==> src/rtl/fetch_controller.sv <==
// Instruction fetch sequencer: owns the fetch PC, talks to a variable-latency
// instruction memory (one request outstanding at most) and drives the IF/ID register.
module fetch_controller #(
    parameter logic [31:0] RESET_PC = 32'h0000_0000
) (
    input  logic        clk,
    input  logic        rst,
    input  logic        PCSrcE,
    input  logic [31:0] PCTargetE,
    input  logic        StallD,
    output logic        imem_req,
    output logic [31:0] imem_addr,
    input  logic        imem_ready,
    input  logic        imem_rvalid,
    input  logic [31:0] imem_rdata,
    output logic [31:0] InstrD,
    output logic [31:0] PCD,
    output logic [31:0] PCPlus4D,
    output logic        ValidD
);

    typedef enum logic [2:0] {BOOT, REQ, WAIT, KILL, HOLD} state_t;

    state_t      state_q, state_d;
    logic [31:0] pc_q, pc_d;
    logic [31:0] hold_instr_q, hold_instr_d;
    logic [31:0] instr_q, instr_d;
    logic [31:0] pcd_q, pcd_d;
    logic [31:0] pcp4_q, pcp4_d;
    logic        valid_q, valid_d;

    logic        slot_free;
    logic        load;
    logic [31:0] load_instr;
    logic [31:0] target;
    logic [31:0] pc_inc;

    assign slot_free = !valid_q || !StallD;
    assign target    = PCTargetE & 32'hFFFF_FFFC;
    assign pc_inc    = pc_q + 32'd4;

    always_comb begin
        state_d      = state_q;
        pc_d         = pc_q;
        hold_instr_d = hold_instr_q;
        load         = 1'b0;
        load_instr   = imem_rdata;
        case (state_q)
            BOOT: begin
                state_d = REQ;
                if (PCSrcE) pc_d = target;
            end
            REQ: begin
                if (imem_ready) begin
                    state_d = PCSrcE ? KILL : WAIT;
                end
                if (PCSrcE) pc_d = target;
            end
            WAIT: begin
                if (imem_rvalid) begin
                    if (PCSrcE) begin
                        pc_d    = target;
                        state_d = REQ;
                    end else if (slot_free) begin
                        load    = 1'b1;
                        state_d = REQ;
                    end else begin
                        hold_instr_d = imem_rdata;
                        state_d      = HOLD;
                    end
                end else if (PCSrcE) begin
                    pc_d    = target;
                    state_d = KILL;
                end
            end
            KILL: begin
                // The stale response closes the old transaction; a redirect only retargets pc.
                if (imem_rvalid) state_d = REQ;
                if (PCSrcE) pc_d = target;
            end
            HOLD: begin
                load_instr = hold_instr_q;
                if (PCSrcE) begin
                    pc_d    = target;
                    state_d = REQ;
                end else if (slot_free) begin
                    load    = 1'b1;
                    state_d = REQ;
                end
            end
            default: state_d = BOOT;
        endcase

        if (load) pc_d = pc_inc;
    end

    always_comb begin
        instr_d = instr_q;
        pcd_d   = pcd_q;
        pcp4_d  = pcp4_q;
        valid_d = valid_q;
        if (load) begin
            instr_d = load_instr;
            pcd_d   = pc_q;
            pcp4_d  = pc_inc;
        end
        // Flush wins over load and stall; data fields may stay stale.
        if (PCSrcE)                 valid_d = 1'b0;
        else if (load)              valid_d = 1'b1;
        else if (valid_q && !StallD) valid_d = 1'b0;
    end

    always_ff @(posedge clk or negedge rst) begin
        if (!rst) begin
            state_q      <= BOOT;
            pc_q         <= RESET_PC;
            hold_instr_q <= 32'h0;
            instr_q      <= 32'h0;
            pcd_q        <= 32'h0;
            pcp4_q       <= 32'h0;
            valid_q      <= 1'b0;
        end else begin
            state_q      <= state_d;
            pc_q         <= pc_d;
            hold_instr_q <= hold_instr_d;
            instr_q      <= instr_d;
            pcd_q        <= pcd_d;
            pcp4_q       <= pcp4_d;
            valid_q      <= valid_d;
        end
    end

    assign imem_req  = (state_q == REQ);
    assign imem_addr = pc_q;
    assign InstrD    = instr_q;
    assign PCD       = pcd_q;
    assign PCPlus4D  = pcp4_q;
    assign ValidD    = valid_q;

endmodule

==> config.mk <==
export PLATFORM = sky130hd
export DESIGN_NAME = fetch_controller
export DESIGN_NICKNAME = d
export VERILOG_FILES = /design/src/rtl/fetch_controller.sv
export SDC_FILE = /design/constraint.sdc
export NUM_CORES = 1
export LEC_CHECK = 0
export CORE_MARGIN = 2
export CORE_UTILIZATION = 43
export DETAILED_ROUTE_END_ITERATION = 10
export GPL_TIMING_DRIVEN = 0
export HOLD_SLACK_MARGIN = 0.08
export MAX_ROUTING_LAYER = met4
export PLACE_DENSITY_LB_ADDON = 0.05
export SYNTH_ARGS = -nofsm -noshare
export SYNTH_HDL_FRONTEND = slang
export SYNTH_SLANG_ARGS = --single-unit
==> constraint.sdc <==
create_clock -name clk -period 1.68 [get_ports clk]
set_input_delay 0.252 -clock clk [delete_from_list [all_inputs] [get_ports clk]]
set_output_delay 0.252 -clock clk [all_outputs]
set_load 0.005 [all_outputs]
==> flow_metrics.py, run 1 <==
metrics = {
    "timing": {
        "final.setup.tns_ps": -12730,
        "post-route-period-util": 1.10,
        "fmax_mhz": 542,
        "drv_slew": 0,
        "slew_headroom": 0.495,
        "setup_viol": 144,
        "final.setup.worst_slack_ps": -166,
        "fin_crit_ps": 1850,
        "worst_slew_pin_slew_ps": 757,
        "hold_viol_final": 0,
        "rsz0062_at_grt": "true",
        "finClkSkew_ps": 7.49,
        "holdWs_ps": 406,
    },
    "synth": {
        "netlist.top_cell.by_area": "dfrtp_1",
        "synth_top_family_by_area": "simple AND/OR/NAND/NOR gates",
        "synthAdderAreaFrac": 0.00178,
        "synth-async-reset-ratio": 1.00,
        "yosys_warnings": 0,
        "netlist_instances": 656,
        "synth_top_area_frac": 0.561,
        "ys_ff_latch": 158,
        "ys_seq_area_frac": 0.561,
        "avgSynthCellArea_um2": 10.7,
        "synth_cell_types": 48,
        "synth-compound-area-share": 0.0999,
        "synth.area.top_cells": "dfrtp_1, nand2_1, mux2_4, mux2i_1, o21ai_0",
        "ys.flop_type": "dfrtp_1",
        "yosys.area_share.simple": 0.146,
        "synth_area_um2": 7050,
        "muxShareOfSynthArea": 0.113,
        "synthXorXnorAreaFrac": 0.0336,
        "synth_edf_count": 0,
    },
    "floorplan": {
        "fp.dieW_um": 132,
        "die_y_um": 132,
        "start_util": 0.442,
        "top_level_ports": 200,
        "design.die.area_um2": 17400,
        "core.rowCount": 46,
        "core_area_um2": 15900,
    },
    "placement": {
        "dp_hpwl_um": 13900,
        "dpl-instance-area_um2": 9280,
        "port_buffers": 191,
        "gp_congestion": 0.805,
    },
    "drt": {
        "viasPerCell": 5.30,
        "drtPass1Iterations": 5,
        "wire_per_inst_um": 19.1,
        "ant_nets": 0,
        "wl_um": 22400,
        "drc": 0,
        "initialDrtViolationCount": 362,
        "via_count": 6201,
    },
    "critical_path": {
        "critPathMaxStageDelay_ps": 440,
        "rr_worst_depth": 6,
        "regToRegStartpoint": "state_q[1]",
        "start_kind": "flop",
        "path_class": "reg -> reg",
        "critical-path-slowest-cell": "or4_4",
        "crit_fanout": 9,
        "r2r_end": "hold_instr_q[9]",
        "worst_setup_path_end_kind": "flop",
        "crit_chain": "buf_6, nand3b_4, or4_4, buf_12, clkbuf_16, mux2_4",
        "crit_arrival_ps": 2150,
        "worst_ep_required_time_ps": 1980,
        "cp_num_buf_inv": 3,
        "crit_family": "simple AND/OR/NAND/NOR gates",
        "r2r_slack_ps": -170,
    },
    "hold_path": {
        "hold_start": "PCTargetE[8]",
        "whs_endpoint": "imem_addr[8]",
        "hold_depth": 3,
        "hp-class": "in -> reg",
    },
    "clocking": {
        "clk_path_buf_depth": 2,
        "cts.htree.levels": 4,
        "clock-sinks": 158,
        "insertion_delay_ps": 420,
        "clkSlewWorstSetupHoldPaths_ps": 60,
        "cts_tree": "built",
        "cts_buffers": 17,
        "root_buffer": "clkbuf_16",
    },
    "finish": {
        "final_nets": 1015,
        "area_growth_pct": 62.9,
        "fin_area_um2": 11500,
        "drive_gt1_frac": 0.313,
        "mostFrequentLayoutCells": "clkdlybuf4s50_1, nand2_1, dfrtp_1, buf_4, o21ai_1",
        "final_common_cell": "clkdlybuf4s50_1",
        "antenna_cells": 0,
    },
    "power_and_ir_drop": {
        "powerDensity_nw_per_um2": 1180,
        "vdd_drop_max_v": 0.000755,
        "p_leak_uw": 0.00520,
    },
    "flow_run": {
        "maxCapViolCount": 0,
    },
    "global_routing": {
        "grt_overflow_total": 0,
        "grt_pass1_wl_um": 33500,
        "antenna_found_initial": 0,
        "grtUsageTotal": 0.250,
        "grt_max_degree": 81,
        "grt_pass1_vias": 6257,
    },
    "outcome": {
        "status": "finished with violations",
        "violations": "setup timing",
    },
}
==> cells by family (layout without fill, tap and decap cells) <==
family | after synthesis | after routing
simple gates | 237 | 238
fa+ha+maj | 1 | 1
xor+xnor | 27 | 27
mux | 65 | 65
buf+inv | 49 | 342
compound gates | 118 | 118
flops | 158 | 158
other cells | 1 | 6
==> worst min-delay path: stages <==
cell and delay (ps):
clkdlybuf4s50_1 400, nand2_1 60, nand3_1 60
==> per-layer routing <==
layer	global-route usage	wire, um	up-vias
li1	-	-	2806
met1	0.307	9060	3091
met2	0.411	11300	255
met3	0.0592	1470	49
met4	0.0785	578	0
met5	-	0	-
==> cells in the mapped netlist (2+ instances only) <==
cell type  instances
nand2_1          159
dfrtp_1          158
o21ai_0           62
mux2i_1           33
mux2_4            29
nor2_1            26
xor2_1            19
buf_2             17
a21oi_1           16
nand3_1           15
clkbuf_1          14
nand4_1           11
a22oi_1           10
buf_4              8
xnor2_1            8
a21o_1             6
a221o_1            6
a211oi_1           4
and2_1             4
and3_1             4
o22ai_1            4
buf_12             3
buf_6              3
inv_1              3
mux2_2             3
nor3_1             3
o21ai_1            3
nor2_2             2
nor3b_1            2
nor4_1             2
or3_1              2
==> how the worst max path moves through the flow <==
stage	start	to	depth (start not counted)
final	state_q[1]	hold_instr_q[9]	6
after global routing	imem_addr[10]	imem_addr[23]	7
after CTS	state_q[2]	hold_instr_q[23]	5
after detailed placement	imem_rvalid	PCPlus4D[12]	8
after global placement	rst	InstrD[3]	1
after floorplan	state_q[2]	hold_instr_q[10]	5
==> final cells by class <==
type | instances | area, um2
fill | 1122 | 4460
inverter | 3 | 11.3
timing repair buffer | 264 | 2710
sequential | 158 | 3990
tap | 216 | 270
buffer | 45 | 581
clock buffer | 23 | 488
clock inverter | 7 | 110
multi-input combinational | 455 | 3320
==> sequential cells by signal (all words and copies together), names as in the netlist <==
name	cells
PCPlus4D	30
hold_instr_q	32
imem_addr	30
InstrD	32
state_q	3
PCD	30
ValidD	1
==> metrics by stage <==
step / util / worst slack, ps / cells / total power, uW
2_1_floorplan: - / -94.7 / 661 / 6400
3_3_place_gp: 0.580 / -5940 / 1068 / 8880
3_5_place_dp: 0.582 / -788 / 1069 / 8990
4_1_cts: 0.669 / -94.0 / 1143 / 13200
5_1_grt: 0.720 / -227 / 1171 / 14200
6_report: 0.720 / -166 / 1171 / 13500
==> power by group <==
part,internal (uW),total (uW),switching (uW)
registers,4790,5510,715
clock network,2470,3980,1510
logic,2540,4020,1470
==> timing repair <==
item                                   CTS  global route
gates cloned                             4             9
setup buffers                           39            22
endpoints found under the hold margin   79             0
hold buffers                             1             0
pin swaps                               15            43
setup endpoints to repair              169           165
gates resized for setup                137           172
Power figures use the tool's default switching activity.
==> inputs of run 2 (changes only) <==
--- a/config.mk
+++ b/config.mk
@@ -5,7 +5,8 @@
 export SDC_FILE = /design/constraint.sdc
 export NUM_CORES = 1
 export LEC_CHECK = 0
-export CORE_MARGIN = 2
+export CORE_ASPECT_RATIO = 2
+export CORE_MARGIN = 4
 export CORE_UTILIZATION = 43
 export DETAILED_ROUTE_END_ITERATION = 10
 export GPL_TIMING_DRIVEN = 0
==> run 2 against run 1 <==
Effect of this change: the flow still finishes with violations (setup timing); sequential share of layout area fell by 0.40 points; global-route usage fell by 1.7 points; routed wire length rose by 4.8%; sequential power rose by 2%; count of clock-buffer cells in the layout fell by 6; largest power group unchanged.
==> flow_metrics.py, run 2 (same netlist as run 1, synthesis figures left out) <==
metrics = {
    "outcome": {
        "status": "finished with violations",
        "violations": "setup timing",
    },
    "critical_path": {
        "path_class": "reg -> reg",
        "crit_arrival_ps": 2110,
        "crit_fanout": 8,
        "worst_ep_required_time_ps": 1990,
        "start_kind": "flop",
        "worst_setup_path_end_kind": "flop",
        "rr_worst_depth": 8,
    },
    "power_and_ir_drop": {
        "vdd_drop_max_v": 0.000759,
        "powerDensity_nw_per_um2": 1170,
        "p_leak_uw": 0.00524,
    },
    "timing": {
        "post-route-period-util": 1.07,
        "slew_headroom": 0.499,
        "drv_slew": 0,
        "finClkSkew_ps": 6.92,
        "worst_slew_pin_slew_ps": 751,
        "fin_crit_ps": 1800,
        "rsz0062_at_grt": "true",
        "fmax_mhz": 556,
        "final.setup.worst_slack_ps": -118,
        "hold_viol_final": 0,
        "setup_viol": 125,
    },
    "global_routing": {
        "grt_max_degree": 81,
        "grt_overflow_total": 0,
        "grt_pass1_wl_um": 33400,
        "grt_pass1_vias": 6353,
        "antenna_found_initial": 1,
        "grtUsageTotal": 0.234,
    },
    "drt": {
        "top_layer": "met4",
        "via_count": 6203,
        "drc": 0,
        "viasPerCell": 5.35,
        "detail_route.wirelength.met1_um": 8040,
        "wire_per_inst_um": 20.2,
        "wl_met3_um": 1230,
        "initialDrtViolationCount": 318,
        "wl_um": 23500,
        "wl_met2_um": 13100,
        "ant_nets": 0,
        "drtPass1Iterations": 5,
    },
    "floorplan": {
        "start_util": 0.435,
        "core_area_um2": 16200,
        "die_y_um": 189,
        "design.die.area_um2": 18600,
        "top_level_ports": 200,
        "core.rowCount": 66,
        "fp.dieW_um": 98.5,
    },
    "finish": {
        "area_growth_pct": 64.9,
        "final_nets": 1012,
        "layout.cells.non_filler": 1159,
        "drive_gt1_frac": 0.368,
        "n_fill_cell": 1169,
        "finish.utilization": 0.718,
        "final_common_cell": "clkdlybuf4s50_1",
        "mostFrequentLayoutCells": "clkdlybuf4s50_1, dfrtp_1, nand2_1, buf_4, nand2_2",
    },
    "placement": {
        "dp_hpwl_um": 15300,
        "dpl.cell_count": 1057,
        "gp_congestion": 0.833,
        "port_buffers": 191,
    },
    "clocking": {
        "cts.htree.levels": 4,
        "insertion_delay_ps": 420,
        "clk_path_buf_depth": 2,
        "root_buffer": "clkbuf_16",
        "clkSlewWorstSetupHoldPaths_ps": 70,
        "cts_buffers": 17,
        "clock-sinks": 158,
        "cts_tree": "built",
    },
    "hold_path": {
        "hp-class": "in -> async",
    },
    "flow_run": {
        "maxCapViolCount": 0,
    },
}
run 2: changes by cell type in the layout (fill, tap and decap cells not counted), moves of 5 or more:
cell,change
a22oi_1,-5
a22oi_2,+5
buf_4,+5
buf_6,-13
clkbuf_16,+5
clkbuf_8,-5
clkdlybuf4s50_1,-6
inv_6,+6
nand2_1,-35
nand2_2,+27
nand2_4,+8
run 2: layer usage:
layer | vias to the layer above | GRT usage
met5 | - | -
met4 | 0 | 0.100
met3 | 66 | 0.0465
met2 | 266 | 0.419
met1 | 3065 | 0.246
li1 | 2806 | -
run 2: area by class of cell:
| type | instances | area (um2) | area share |
|---|---|---|---|
| sequential | 158 | 3990 | 0.343 |
| multi-input combinational | 456 | 3480 | 0.300 |
| timing repair buffer | 261 | 2760 | 0.237 |
| buffer | 44 | 533 | 0.0459 |
| clock buffer | 17 | 425 | 0.0366 |
| tap | 204 | 255 | 0.0220 |
| clock inverter | 15 | 159 | 0.0137 |
| inverter | 3 | 11.3 | 0.000969 |
| antenna | 1 | 2.50 | 0.000215 |
run 2: repair_timing:
action / in CTS / in global routing
buffers inserted: 26 / 25
resized for setup: 114 / 249
cloned: 2 / 17
setup endpoints to repair: 172 / 160
hold buffers: 1 / 0
hold endpoints to repair: 78 / 0
pin swaps: 11 / 80
run 2: worst max-delay path: stages, from the launching register on:
cell and delay, ps:
dfrtp_2 420, nand3b_4 190, a211oi_4 290, nand2_2 170, buf_12 190, clkbuf_16 170
clkbuf_16 160, nand2_2 50, nand2_1 50
run 2: worst paths after layout:
kind / startpoint / endpoint / slack (ps)
min: rst / PCD[28] / 420
min reg2reg: PCPlus4D[10] / PCPlus4D[10] / 480
max: state_q[2] / PCD[3] / -120
max reg2reg: state_q[2] / PCD[3] / -120
min in group clk: PCTargetE[8] / imem_addr[8] / 440
max in group asynchronous: rst / imem_addr[7] / 390
run 2: report_power, final:
group	internal [uW]	total, uW	switching [uW]
clock network	2210	3870	1660
logic	2640	4140	1510
registers	4790	5630	831
total	9640	13600	4000
run 2: metrics by stage:
step | instance area (um2) | power, uW | hold slack (ps) | setup TNS [ps] | worst slack [ps]
after global placement | 9240 | 8940 | 459 | -1025780 | -5970
after detailed placement | 9270 | 9060 | 337 | -86370 | -729
after global routing | 11600 | 14300 | 449 | -15400 | -175
final | 11600 | 13600 | 415 | -7420 | -118
after floorplan | 7070 | 6400 | -43.6 | -3370 | -94.7
after CTS | 10300 | 13100 | 420 | -2590 | -83.0
==> inputs of run 3 (changes only) <==
--- a/config.mk
+++ b/config.mk
@@ -5,9 +5,12 @@
 export SDC_FILE = /design/constraint.sdc
 export NUM_CORES = 1
 export LEC_CHECK = 0
+export ABC_CLOCK_PERIOD_IN_PS = 1680
+export CELL_PAD_IN_SITES_DETAIL_PLACEMENT = 0
+export CELL_PAD_IN_SITES_GLOBAL_PLACEMENT = 1
 export CORE_ASPECT_RATIO = 2
 export CORE_MARGIN = 4
-export CORE_UTILIZATION = 43
+export CORE_UTILIZATION = 33
 export DETAILED_ROUTE_END_ITERATION = 10
 export GPL_TIMING_DRIVEN = 0
 export HOLD_SLACK_MARGIN = 0.08
==> run 3 against run 2 <==
Effect of this change: the run still ends with setup timing left; critical path type unchanged; combinational power grew 8.7%; die area grew 28%; global-route usage shrank 2.8 points; critical endpoint is now hold_instr_q[14].
==> flow_metrics.py, run 3 (same netlist as run 1, synthesis figures left out) <==
metrics = {
    "drt": {
        "viasPerCell": 4.93,
        "drc": 0,
        "via_count": 6132,
        "wl_met3_um": 1130,
        "wl_um": 25800,
        "detail_route.wirelength.met1_um": 8690,
        "wire_per_inst_um": 20.7,
        "initialDrtViolationCount": 192,
        "drtPass1Iterations": 4,
        "ant_nets": 0,
        "top_layer": "met4",
        "wl_met2_um": 15000,
    },
    "floorplan": {
        "die_y_um": 215,
        "start_util": 0.335,
        "fp.dieW_um": 111,
        "core_area_um2": 21000,
        "design.die.area_um2": 23900,
        "core.rowCount": 75,
        "top_level_ports": 200,
    },
    "hold_path": {
        "hp-class": "in -> async",
    },
    "critical_path": {
        "crit_fanout": 10,
        "r2r_end": "hold_instr_q[14]",
        "r2r_slack_ps": -150,
        "regToRegStartpoint": "state_q[2]",
        "worst_ep_required_time_ps": 2010,
        "worst_setup_path_end_kind": "flop",
        "start_kind": "flop",
        "path_class": "reg -> reg",
        "rr_worst_depth": 5,
        "crit_arrival_ps": 2150,
    },
    "global_routing": {
        "grt_overflow_total": 0,
        "grtUsageTotal": 0.206,
        "antenna_found_initial": 1,
        "grt_pass1_vias": 6610,
        "grt_max_degree": 117,
        "grt_pass1_wl_um": 37000,
    },
    "timing": {
        "post-route-period-util": 1.09,
        "drv_slew": 0,
        "setup_viol": 145,
        "slew_headroom": 0.556,
        "rsz0062_at_grt": "true",
        "final.setup.worst_slack_ps": -145,
        "fin_crit_ps": 1830,
        "worst_slew_pin_slew_ps": 666,
        "hold_viol_final": 0,
        "fmax_mhz": 548,
        "finClkSkew_ps": 12.0,
    },
    "clocking": {
        "cts_tree": "built",
        "cts_buffers": 17,
        "clock-sinks": 158,
        "clk_path_buf_depth": 2,
        "insertion_delay_ps": 450,
        "root_buffer": "clkbuf_16",
        "cts.htree.levels": 4,
        "clkSlewWorstSetupHoldPaths_ps": 60,
    },
    "flow_run": {
        "maxCapViolCount": 0,
    },
    "outcome": {
        "violations": "setup timing",
        "status": "finished with violations",
    },
    "placement": {
        "port_buffers": 191,
        "dp_hpwl_um": 16800,
        "gp_congestion": 0.826,
    },
    "finish": {
        "mostFrequentLayoutCells": "clkdlybuf4s50_1, dfrtp_1, nand2_1, buf_4, nand2_2",
        "final_nets": 1032,
        "drive_gt1_frac": 0.422,
        "final_common_cell": "clkdlybuf4s50_1",
        "finish.utilization": 0.586,
        "area_growth_pct": 74.7,
    },
    "power_and_ir_drop": {
        "vdd_drop_max_v": 0.000702,
        "powerDensity_nw_per_um2": 1120,
        "p_leak_uw": 0.00557,
        "power.total_uw": 13800,
    },
}
==> run 3: per-stage QoR <==
step	setup slack (ps)	std cells	cell area, um2	hold slack (ps)	setup TNS (ps)
after floorplan	-94.7	661	7070	-43.6	-3370
after global placement	-6150	1121	9320	459	-1077030
final	-145	1244	12300	290	-9290
after CTS	-116	1204	10900	296	-5900
after detailed placement	-890	1122	9350	170	-107200
after global routing	-182	1244	12300	311	-17850
==> run 3: worst max-delay path, cell delays in order (launching register included) <==
cell	delay, ps
dfrtp_2	430
nand3b_4	200
or4_4	450
buf_12	170
buf_12	150
mux2_4	290
==> run 3: worst max path at each step <==
stage                start          endpoint  slack, ps  cells past startpoint
2_1_floorplan   state_q[2]  hold_instr_q[10]        -90                      5
3_3_place_gp           rst   hold_instr_q[3]      -6150                      1
3_5_place_dp   imem_rvalid      PCPlus4D[24]       -890                      8
4_1_cts         state_q[2]  hold_instr_q[29]       -120                      5
5_1_grt         state_q[2]  hold_instr_q[14]       -180                      5
6_report        state_q[2]  hold_instr_q[14]       -150                      5
==> run 3: power breakdown <==
group | switching [uW] | internal [uW]
Sequential | 849 | 4790
Clock | 1610 | 2100
Combinational | 1650 | 2850
Total | 4100 | 9740
==> run 3: metal layers <==
layer  GRT usage  up-vias
li1            -     2848
met1       0.206     3057
met2       0.377      178
met3      0.0429       49
met4      0.0922        0
met5           -        -
==> run 3: what timing repair did <==
| item | CTS | global route |
|---|---|---|
| pin swaps | 14 | 132 |
| setup buffers | 45 | 24 |
| resized for setup | 193 | 267 |
| hold endpoints to repair | 42 | 0 |
| hold buffers | 1 | 0 |
| endpoints found under the setup margin | 181 | 162 |
| cloned | 4 | 17 |
==> run 3: layout make-up <==
type | instances | area, um2
fillers | 1849 | 8700
flip-flops and latches | 158 | 3990
multi-input cells | 455 | 3690
repair buffers | 281 | 3090
plain buffers | 45 | 651
clock buffers | 21 | 460
well taps | 269 | 337
clock inverters | 11 | 92.6
inverters | 3 | 11.3
diodes | 1 | 2.50
